`config.mk`:
```
export PLATFORM = sky130hd
export DESIGN_NAME = gcd_seq
export DESIGN_NICKNAME = d
export VERILOG_FILES = /design/src/rtl/gcd_pkg.sv /design/src/rtl/gcd_seq.sv
export SDC_FILE = /design/constraint.sdc
export NUM_CORES = 1
export LEC_CHECK = 0
export CORE_MARGIN = 4
export CORE_UTILIZATION = 25
export CTS_BUF_LIST = sky130_fd_sc_hd__clkbuf_4
export DETAILED_ROUTE_END_ITERATION = 10
export GPL_ROUTABILITY_DRIVEN = 1
export HOLD_SLACK_MARGIN = 0.15
export PLACE_DENSITY = 0.59
export SYNTH_ARGS = -nofsm -noshare
export SYNTH_HDL_FRONTEND = slang
export SYNTH_SLANG_ARGS = --single-unit
```
`constraint.sdc`:
```
create_clock -name clk -period 7.4 [get_ports clk]
set_clock_uncertainty 0.05 [all_clocks]
set_input_delay 0.74 -clock clk [delete_from_list [all_inputs] [get_ports clk]]
set_output_delay 0.74 -clock clk [all_outputs]
set_load 0.05 [all_outputs]
```
`src/rtl/gcd_pkg.sv`:
```
// Shared types and ALU opcode constants for the sequential GCD engine.
package gcd_pkg;

  typedef enum logic [2:0] {
    IDLE = 3'd0,
    CMP  = 3'd1,
    SUBA = 3'd2,
    SUBB = 3'd3,
    DONE = 3'd4
  } gcd_state_t;

  localparam logic [2:0] OP_PASS = 3'b000;
  localparam logic [2:0] OP_SUB  = 3'b101;

endpackage

```
`src/rtl/gcd_seq.sv`:
```
// Subtractive GCD sequencer driving an external combinational ALU.
// Define GCD_ITER_CNT_EN to add the iter_cnt subtraction counter output.
module gcd_seq
  import gcd_pkg::*;
#(
  parameter int W = 8
) (
  input  logic         clk,
  input  logic         rst,
  input  logic         start,
  input  logic [W-1:0] a_in,
  input  logic [W-1:0] b_in,
  output logic [2:0]   alu_op,
  output logic [W-1:0] alu_a,
  output logic [W-1:0] alu_b,
  input  logic [W-1:0] alu_dout,
  output logic         busy,
  output logic         done,
`ifdef GCD_ITER_CNT_EN
  output logic [W-1:0] iter_cnt,
`endif
  output logic [W-1:0] result
);

  gcd_state_t state;
  gcd_state_t state_nxt;

  logic [W-1:0] ra;
  logic [W-1:0] rb;
  logic         term;
  logic         accept;

  assign term   = (ra == rb) || (ra == '0) || (rb == '0);
  assign accept = (state == IDLE) && start;

  always_ff @(posedge clk) begin
    if (rst) begin
      state <= IDLE;
    end else begin
      state <= state_nxt;
    end
  end

  always_comb begin
    state_nxt = state;
    unique case (state)
      IDLE: begin
        if (start) begin
          state_nxt = CMP;
        end
      end
      CMP: begin
        if (term) begin
          state_nxt = DONE;
        end else if (ra > rb) begin
          state_nxt = SUBA;
        end else begin
          state_nxt = SUBB;
        end
      end
      SUBA:    state_nxt = CMP;
      SUBB:    state_nxt = CMP;
      DONE:    state_nxt = IDLE;
      default: state_nxt = IDLE;
    endcase
  end

  // SUBB swaps the operands so the ALU always computes larger - smaller
  always_comb begin
    busy   = (state != IDLE);
    done   = (state == DONE);
    alu_op = OP_PASS;
    alu_a  = ra;
    alu_b  = rb;
    unique case (1'b1)
      (state == SUBA): begin
        alu_op = OP_SUB;
      end
      (state == SUBB): begin
        alu_op = OP_SUB;
        alu_a  = rb;
        alu_b  = ra;
      end
      default: ;
    endcase
  end

  always_ff @(posedge clk) begin
    if (rst) begin
      ra     <= '0;
      rb     <= '0;
      result <= '0;
    end else begin
      unique case (state)
        IDLE: begin
          if (start) begin
            ra <= a_in;
            rb <= b_in;
          end
        end
        CMP: begin
          if (term) begin
            result <= ra | rb;
          end
        end
        SUBA:    ra <= alu_dout;
        SUBB:    rb <= alu_dout;
        default: ;
      endcase
    end
  end

`ifdef GCD_ITER_CNT_EN
  always_ff @(posedge clk) begin
    if (rst) begin
      iter_cnt <= '0;
    end else if (accept) begin
      iter_cnt <= '0;
    end else if ((state == SUBA || state == SUBB) && iter_cnt != '1) begin
      iter_cnt <= iter_cnt + 1'b1;
    end
  end
`else
  logic unused_accept;
  assign unused_accept = accept;
`endif

endmodule
```
# Word-level counts from Yosys, hierarchy flattened
# Cells that the tools add are included.
# totals
output_inout_bits	29
ff_bits	27
wordCells	35
# classes
n_lt_le_gt_ge	1
n_reduce_logical	12
bitwise_logic	1
mux	11
n_eq_ne	6
# ops
operator	count
two-way mux 8 bit	4
case mux 8 bit (2 select lines)	2
zero test 8 bit	2
two-way mux 3 bit	3
case mux 3 bit (3 select lines)	1
== test 8 bit	1
> comparator 8 bit	1
bitwise OR 8 bit	1
== test 3 x 2 -> 1 bit, second input constant	2
AND reduction 2 bit	3
nonzero test 2 bit	2
== test 3 x 1 -> 1 bit, second input constant	1
== test 3 bit, second input constant	1
zero test 3 bit	1
nonzero test 3 bit	1
logical OR 1 bit	2
inequality test 2 bit, second input constant	1
OR reduction 2 bit	1
two-way mux 1 bit	1

# Logic depth before layout (Yosys ltp)
# Gate-level depths: netlist of the first run.
# logic_depth
word_depth	5
ltp_mapped	7
ltp_nobuf	6

# Worst setup path before layout of the first run
# Ideal clock, no wire load.
# synth_timing
kind	flip-flop to output port
from	reg state[2]
to	out alu_a[7]
stages_incl_launch_ff	7
setup_slack_ps	3875
required_ps	6610
arrival_time_ps	2735
cell_sequence	dfxtp_1 > buf_4 > nor2b_1 > clkbuf_1 > nand2_1 > clkbuf_1 > o21ai_0
# synth_via
elab_chain_cells	2
# synth_rtl
element	line	source
start, declared	gcd_seq.sv:25	gcd_state_t state;
start signal, assigned	gcd_seq.sv:40	state <= state_nxt;
== test 3 x 2 -> 1 bit	gcd_seq.sv:79	(state == SUBB): begin
two-way mux 8 bit	gcd_seq.sv:75	unique case (1'b1)
end, declared	gcd_seq.sv:14	output logic [W-1:0] alu_a,
# Every way passes these cells.

# Worst setup path in the final report of the first run
# layout_timing
from	reg state[1]
to	out alu_b[5]
# layout_via
elab_chain_cells	2
# layout_rtl
element	line	source
== test 3 x 2 -> 1 bit	gcd_seq.sv:79	
two-way mux 8 bit	gcd_seq.sv:75	
end, declared	gcd_seq.sv:15	output logic [W-1:0] alu_b,
# Every way passes these cells.

==> results.yml, run 1 <==
status:
  status: "complete, no violations"
flow_run:
  maxCapViolCount: 0
timing:
  finalSetupTns_ns: 0
  tightest_slew_ns: 1.08
  relSlewSlack_pct: 28.0
  whs_ns: 0.503
  period_needed_ns: 4.26
  max_freq_mhz: 235
  finalSetupViolCount: 0
  finalHoldViolCount: 0
  finalCritPeriodShare_pct: 57.6
  grt_setup_unrepaired: "no"
  slew_violations: 0
setup_path:
  reg2reg_slack_ns: 4.73
  cp_top_family: "simple AND/OR/NAND/NOR gates"
  end_kind: "primary output"
  slowest_stage: "clkdlybuf4s50_1"
  crit_chain: "nor2b_1 -> nand2_1 -> buf_4 -> o21ai_0 -> clkdlybuf4s50_1"
  worstReg2RegStart: "ra[7]"
  crit_cells: 5
  critPathKind: "reg2out"
  timing.rr.end: "result[1]"
  cp.buffers_inverters: 2
  worst-endpoint-arrival_ns: 3.47
  critPathLaunchType: "register"
  max_stage_delay_ns: 0.83
  cp.required_ns: 6.61
  path_max_fanout: 23
  rr_worst_depth: 6
synth:
  synthTopCellsByCount: "29 x nand2_1, 28 x nor2_1, 27 x dfxtp_1"
  async_flop_share_pct: 0
  synth_top_area_cell: "dfxtp_1"
  synth_edf_count: 0
  synth_area_um2: 1780
  syn_nets: 269
  yosysSeqAreaShare_pct: 30.3
  yosys_warnings: 0
  synthTopCellsByArea: "dfxtp_1 30%, ha_1 11%, nand2_1 6.1%"
  synthCells: 226
  avgSynthCellArea_um2: 7.89
  synth.top_cell.area_share_pct: 30.3
  yosysMostFrequentCell: "nand2_1"
  synthFlopType: "dfxtp_1"
  synth_cell_type_count: 32
  ys_ff_latch: 27
grt:
  grt_max_degree: 36
  grt_pass1_vias: 1701
  grt_pass1_wl_um: 8250
  track_usage_pct: 11.8
  grt_antenna_before_repair: 0
  grt.overflow.total: 0
floorplan:
  die_y_um: 92.5
  die_w_um: 92.5
  core-area_um2: 6870
  io-pin-count: 56
  die_area_um2: 8550
  initial_utilization_pct: 26.0
  num_rows: 30
cells_and_area:
  nets: 316
  multi_input_area_um2: 1110
  nFillCells: 705
  final_layout_size_suffix_gt1_share_pct: 7.72
  seqCellArea_um2: 541
  n_antenna_cell: 0
  syn2layout_area_growth_pct: 36.0
clock_network:
  cts_setup_buffers: 0
  cts.path.max_buffers: 2
  cts_root_buffer: "clkbuf_4"
  numClockSinks: 27
  cts_hold_buf: 0
  insertion_delay_ns: 0.34
  cts_made_buffers: 3
  cts_htree_levels: 1
  clkTransAtPathRegs_ns: 0.15
  ctsResizeCount: 0
  cts_tree: "yes"
routing:
  drt-total-wl_um: 4970
  highest_layer: "met4"
  firstDrtPassIters: 4
  via_per_inst: 4.48
  wl_met3_um: 319
  met1_length_um: 2480
  routedWlPerCell_um: 13.5
  drc: 0
  antenna_left: 0
  drtIter0Drc: 87
  met2_length_um: 2150
  num_vias: 1650
place:
  io_buffers: 54
  dp_hpwl_um: 3870
  routabilityCongestion: 0.853
power:
  leakagePower_nw: 0.911
  vdd_drop_max_mv: 0.122
  total_power_w: 0.00108
  p_per_area_nw_per_um2: 444
worst_hold_path:
  whs_path_depth: 2
  hold_path_end: "rb[1]"
  min_path_type: "reg2reg"
  min-delay-start: "rb[1]"
-- power by group --
group	total, W	internal (W)	switching, W
combinational	0.000742	0.000282	0.000461
clock	0.0000679	0.0000204	0.0000476
sequential	0.000267	0.000198	0.0000696
total	0.00108	0.000500	0.000578
-- cells by family after synthesis --
logic type	synth area share [%]
other	0.210
adders and majority gates	11.2
DFF	30.3
AOI/OAI and AO/OA	16.2
muxes	9.54
and+or+nand+nor	24.8
buffers and inverters	7.65
-- worst max-delay path by stage --
| stage | slack, ns | start | end |
|---|---|---|---|
| final | 3.14 | state[1] | alu_b[5] |
| after global routing | 2.81 | state[1] | alu_b[5] |
| after CTS | 3.11 | state[1] | alu_b[5] |
| after detailed placement | 3.51 | state[1] | alu_b[5] |
| after global placement | 3.70 | state[1] | alu_a[6] |
| after floorplan | 3.88 | state[2] | alu_a[7] |
-- flip-flops by register name (all words and copies together), names as in the netlist --
signal and cells:
state 3, result 8, rb 8, ra 8
-- layer usage --
| metal | up-vias | GRT usage [%] |
|---|---|---|
| met5 | - | 0 |
| met4 | 0 | 2.72 |
| met3 | 2 | 2.60 |
| met2 | 57 | 18.2 |
| met1 | 726 | 16.7 |
| li1 | 865 | - |
-- placed cells by master (no fill, tap or decap), types with 2 or more instances in the layout --
cell type / count
a21oi_1: 2
nor2b_1: 11
ha_1: 16
mux2_2: 8
a211oi_1: 8
buf_4: 3
o21ai_0: 18
clkbuf_4: 3
inv_1: 18
nor2_1: 28
nand2_1: 29
mux2i_1: 8
nor4_1: 6
clkdlybuf4s50_1: 54
nand3_1: 9
a311oi_1: 8
dfxtp_1: 27
-- cell type report --
type,count,area share (%)
repair buffers,57,23.2
inverters,18,2.79
well taps,96,4.95
flip-flops and latches,27,22.3
clock inverters,1,0.206
multi-input cells,166,45.6
clock buffers,3,0.929
-- worst reg2reg max path, stage by stage, from the launching register on --
cell and delay [ns]:
dfxtp_1 0.43, inv_1 0.09, ha_1 0.33, or4_4 0.55
nand2b_4 0.18, a311oi_4 0.56, mux2_2 0.40
-- per-stage QoR --
step	setup slack, ns	instance area (um^2)	cells	util [%]
final	3.14	2420	368	35.3
after CTS	3.11	2420	368	35.3
after detailed placement	3.51	2400	364	34.9
after floorplan	3.88	1780	226	-
after global placement	3.70	2400	364	34.9
after global routing	2.81	2420	368	35.3
(Power assumes the default switching activity.)
==> run 2: changes to the inputs <==
==> constraint.sdc (replaced) <==
create_clock -name clk -period 4.4 [get_ports clk]
set_clock_uncertainty 0.05 [all_clocks]
set_input_delay 0.44 -clock clk [delete_from_list [all_inputs] [get_ports clk]]
set_output_delay 0.44 -clock clk [all_outputs]
set_load 0.05 [all_outputs]
==> results.yml, run 2 (same netlist as run 1, synthesis figures left out) <==
setup_path:
  reg2reg_slack_ns: 1.64
  cp.required_ns: 3.91
  critPathKind: "reg2out"
  startpoint: "state[2]"
  worstReg2RegStart: "rb[7]"
  timing.rr.end: "result[6]"
  end_kind: "primary output"
  rr_worst_depth: 6
  endpoint: "alu_a[4]"
  worst-endpoint-arrival_ns: 2.97
  critPathLaunchType: "register"
  path_max_fanout: 21
floorplan:
  io-pin-count: 56
  num_rows: 30
  die_y_um: 92.5
  die_area_um2: 8550
  initial_utilization_pct: 26.0
  die_w_um: 92.5
  core-area_um2: 6870
power:
  p_sw_share_pct: 53.4
  clkPwrFrac_pct: 6.4
  p_per_area_nw_per_um2: 746
  total_power_w: 0.00182
  p_switching_w: 0.000970
  vdd_drop_max_mv: 0.229
  leakagePower_nw: 0.913
  p_int_w: 0.000847
  pwr-share-seq_pct: 24.7
  p_comb_share_pct: 68.9
timing:
  slew_violations: 0
  grt_setup_unrepaired: "no"
  finalHoldViolCount: 0
  finalSetupTns_ns: 0
  relSlewSlack_pct: 20.9
  finalSetupViolCount: 0
  max_freq_mhz: 289
  period_needed_ns: 3.46
  finalCritPeriodShare_pct: 78.5
  tightest_slew_ns: 1.19
clock_network:
  cts_hold_buf: 0
  clkTransAtPathRegs_ns: 0.16
  cts_root_buffer: "clkbuf_4"
  insertion_delay_ns: 0.34
  cts_htree_levels: 1
  numClockSinks: 27
  cts_tree: "yes"
  cts_made_buffers: 3
  cts.path.max_buffers: 2
  ctsResizeCount: 0
  cts_setup_buffers: 0
routing:
  routedWlPerCell_um: 13.3
  drt-total-wl_um: 4890
  firstDrtPassIters: 4
  num_vias: 1681
  drc: 0
  antenna_left: 0
  drtIter0Drc: 113
  via_per_inst: 4.56
grt:
  grt_pass1_vias: 1609
  track_usage_pct: 11.4
  grt_antenna_before_repair: 0
  grt.overflow.total: 0
  grt_pass1_wl_um: 8010
  grt_max_degree: 36
cells_and_area:
  syn2layout_area_growth_pct: 36.6
  nFillCells: 732
  final_cell_mix: "54 x clkdlybuf4s50_1, 29 x nand2_1, 28 x nor2_1, 27 x dfxtp_1"
  seqCellArea_um2: 541
  reg_top3: "ra (8), rb (8), result (8)"
  n_antenna_cell: 0
  nets: 317
  final_common_cell: "clkdlybuf4s50_1"
  final_layout_size_suffix_gt1_share_pct: 8.06
  multi_input_area_um2: 1110
place:
  dp_hpwl_um: 3810
  io_buffers: 54
  routabilityCongestion: 0.791
status:
  status: "complete, no violations"
worst_hold_path:
  min_path_type: "reg2reg"
flow_run:
  maxCapViolCount: 0
==> run 2: cell types whose count changed in the layout (fill, tap and decap cells not counted), sizes merged <==
cell      delta
buf          +1
clkinv       -1
clkinvlp     +1
==> run 2: power groups by stage <==
stage	sequential [W]	combinational, W	clock [W]
after detailed placement	0.000456	0.00126	0
after global placement	0.000450	0.00125	0
after global routing	0.000467	0.00137	0.000131
after CTS	0.000451	0.00126	0.000123
final	0.000449	0.00125	0.000116
after floorplan	0.000473	0.000866	0
==> run 2: per-stage QoR <==
| stage | hold slack (ns) | cell area, um^2 | util [%] | std cells | setup WS [ns] |
|---|---|---|---|---|---|
| global placement | 0.480 | 2400 | 35.0 | 365 | 1.41 |
| CTS | 0.492 | 2430 | 35.4 | 369 | 0.935 |
| detailed placement | 0.471 | 2400 | 35.0 | 365 | 1.35 |
| global route | 0.542 | 2430 | 35.4 | 369 | 0.745 |
| finish | 0.492 | 2430 | 35.4 | 369 | 0.944 |
| floorplan | 0.451 | 1780 | - | 226 | 1.18 |
==> run 2: area by class of cell <==
type,instances,share of cell area [%]
multi-input cells,166,45.4
repair buffers,58,23.4
flip-flops and latches,27,22.2
well taps,96,4.93
inverters,18,2.77
clock buffers,3,0.925
clock inverters,1,0.308
==> run 2: metal layers <==
metal / GRT usage [%] / vias up / wire length (um)
met1: 16.4 / 750 / 2440
met2: 17.4 / 63 / 2040
met4: 1.11 / 0 / 0
li1: - / 868 / -
met3: 3.33 / 0 / 413
met5: 0 / - / 0
==> run 2: how the worst min path moves through the flow <==
stage / from / end / slack (ns) / depth (start not counted)
floorplan: rb[3] / rb[3] / 0.45 / 2
global placement: rb[5] / rb[5] / 0.48 / 2
detailed placement: rb[5] / rb[5] / 0.47 / 2
CTS: rb[5] / rb[5] / 0.49 / 2
global route: rb[3] / rb[3] / 0.54 / 2
finish: rb[5] / rb[5] / 0.49 / 2
==> run 2: worst max-delay path, stage by stage (launching register included) <==
cell	delay [ns]
dfxtp_1	0.55
nor2b_1	0.09
buf_4	0.19
nand2_1	0.44
buf_4	0.32
nand2_1	0.07
o21ai_0	0.11
clkdlybuf4s50_1	0.85
==> run 3: changes to the inputs <==
==> constraint.sdc (replaced) <==
create_clock -name clk -period 3.6 [get_ports clk]
set_clock_uncertainty 0.05 [all_clocks]
set_input_delay 0.36 -clock clk [delete_from_list [all_inputs] [get_ports clk]]
set_output_delay 0.36 -clock clk [all_outputs]
set_load 0.05 [all_outputs]
==> results.yml, run 3 (same netlist as run 1, synthesis figures left out) <==
grt:
  grt.overflow.total: 0
  grt_pass1_wl_um: 8290
  track_usage_pct: 11.8
  grt_max_degree: 28
  grt_pass1_vias: 1693
  grt_antenna_before_repair: 0
setup_path:
  cpMostUsedCell: "buf_4"
  cp_top_family: "flip-flops"
  cp.buffers_inverters: 2
  slowest_stage: "dfxtp_1"
  worst-endpoint-arrival_ns: 2.34
  reg2reg_slack_ns: 0.98
  max_stage_delay_ns: 0.70
  cp.required_ns: 3.19
  critPathKind: "reg2out"
  path_max_fanout: 24
  crit_chain: "nand2_1 -> buf_4 -> o21ai_0 -> buf_4"
  end_kind: "primary output"
  critPathLaunchType: "register"
floorplan:
  die_area_um2: 8550
  initial_utilization_pct: 26.0
  num_rows: 30
  die_y_um: 92.5
  core-area_um2: 6870
  die_w_um: 92.5
  io-pin-count: 56
power:
  pwr-share-seq_pct: 24.7
  p_sw_share_pct: 53.9
  p_comb_share_pct: 68.9
  clkPwrFrac_pct: 6.5
  leakagePower_nw: 0.947
  p_per_area_nw_per_um2: 925
  vdd_drop_max_mv: 0.278
  p_switching_w: 0.00120
  p_int_w: 0.00103
clock_network:
  cts_setup_buffers: 0
  cts.path.max_buffers: 2
  clkTransAtPathRegs_ns: 0.17
  insertion_delay_ns: 0.34
  cts_hold_buf: 0
  numClockSinks: 27
  cts_tree: "yes"
  ctsResizeCount: 0
  cts_htree_levels: 1
  cts_made_buffers: 3
  cts_root_buffer: "clkbuf_4"
timing:
  worst_slack_ns: 0.853
  finalSetupViolCount: 0
  relSlewSlack_pct: 32.8
  finalSetupTns_ns: 0
  period_needed_ns: 2.75
  finalCritPeriodShare_pct: 76.3
  finalHoldViolCount: 0
  tightest_slew_ns: 1.01
  slew_violations: 0
  max_freq_mhz: 364
  grt_setup_unrepaired: "no"
routing:
  antenna_left: 0
  routedWlPerCell_um: 13.4
  drtIter0Drc: 92
  via_per_inst: 4.57
  num_vias: 1690
  drc: 0
  firstDrtPassIters: 4
  drt-total-wl_um: 4970
cells_and_area:
  nets: 318
  final_common_cell: "clkdlybuf4s50_1"
  nFillCells: 731
  final_cell_mix: "38 x clkdlybuf4s50_1, 29 x nand2_1, 28 x nor2_1, 27 x dfxtp_1, 20 x buf_4"
  final_layout_size_suffix_gt1_share_pct: 14.2
  final_area_um2: 2410
  reg_top3: "ra (8), rb (8), result (8)"
  n_antenna_cell: 0
  syn2layout_area_growth_pct: 35.4
status:
  status: "complete, no violations"
worst_hold_path:
  min_path_type: "reg2reg"
place:
  io_buffers: 54
  placed_area_um2: 2380
  post-place-ws_ns: 1.00
  dp_hpwl_um: 3910
  routabilityCongestion: 0.861
flow_run:
  maxCapViolCount: 0
==> run 3: cell count changes in the layout (fill, tap and decap cells not counted) <==
cell	delta
clkdlybuf4s50_1	-16
buf_12	+1
buf_4	+16
==> run 3: worst min-delay path, cell delays in order, from the launching register on <==
cell	delay (ns)
dfxtp_1	0.37
nor2_1	0.11
a311oi_1	0.05
==> run 3: area by class of cell <==
class | instances | area [um^2] | share of cell area [%]
well taps | 96 | 120 | 4.97
clock buffers | 3 | 22.5 | 0.933
clock inverters | 1 | 7.51 | 0.311
inverters | 18 | 67.6 | 2.80
multi-input cells | 166 | 1110 | 45.8
repair buffers | 59 | 551 | 22.8
flip-flops and latches | 27 | 541 | 22.4
==> run 3: final timing paths <==
path / from / end / depth (start not counted)
worst max-delay path: state[0] / alu_b[7] / 4
worst min-delay path: rb[1] / rb[1] / 2
worst max register to register: ra[4] / result[1] / 6
worst min register to register: rb[1] / rb[1] / 2
==> run 3: metrics by stage <==
stage / util (%) / std cells / hold WS, ns / total power [W]
floorplan: - / 226 / 0.451 / 0.00164
global placement: 34.7 / 366 / 0.483 / 0.00209
detailed placement: 34.7 / 366 / 0.487 / 0.00210
CTS: 35.2 / 370 / 0.507 / 0.00225
global route: 35.2 / 370 / 0.519 / 0.00241
finish: 35.2 / 370 / 0.498 / 0.00223
==> run 3: per-layer routing <==
metal,GRT usage (%),routed length (um),vias up
li1,-,-,871
met1,16.6,2510,766
met2,18.2,2090,51
met3,3.82,365,2
met4,1.49,15,0
met5,0,0,-
==> run 3: power by group through the flow <==
stage               clock network [W]  registers [W]  logic (W)
floorplan                           0       0.000578    0.00106
global placement                    0       0.000553    0.00153
detailed placement                  0       0.000557    0.00154
CTS                          0.000150       0.000550    0.00155
global route                 0.000163       0.000572    0.00168
finish                       0.000144       0.000551    0.00154
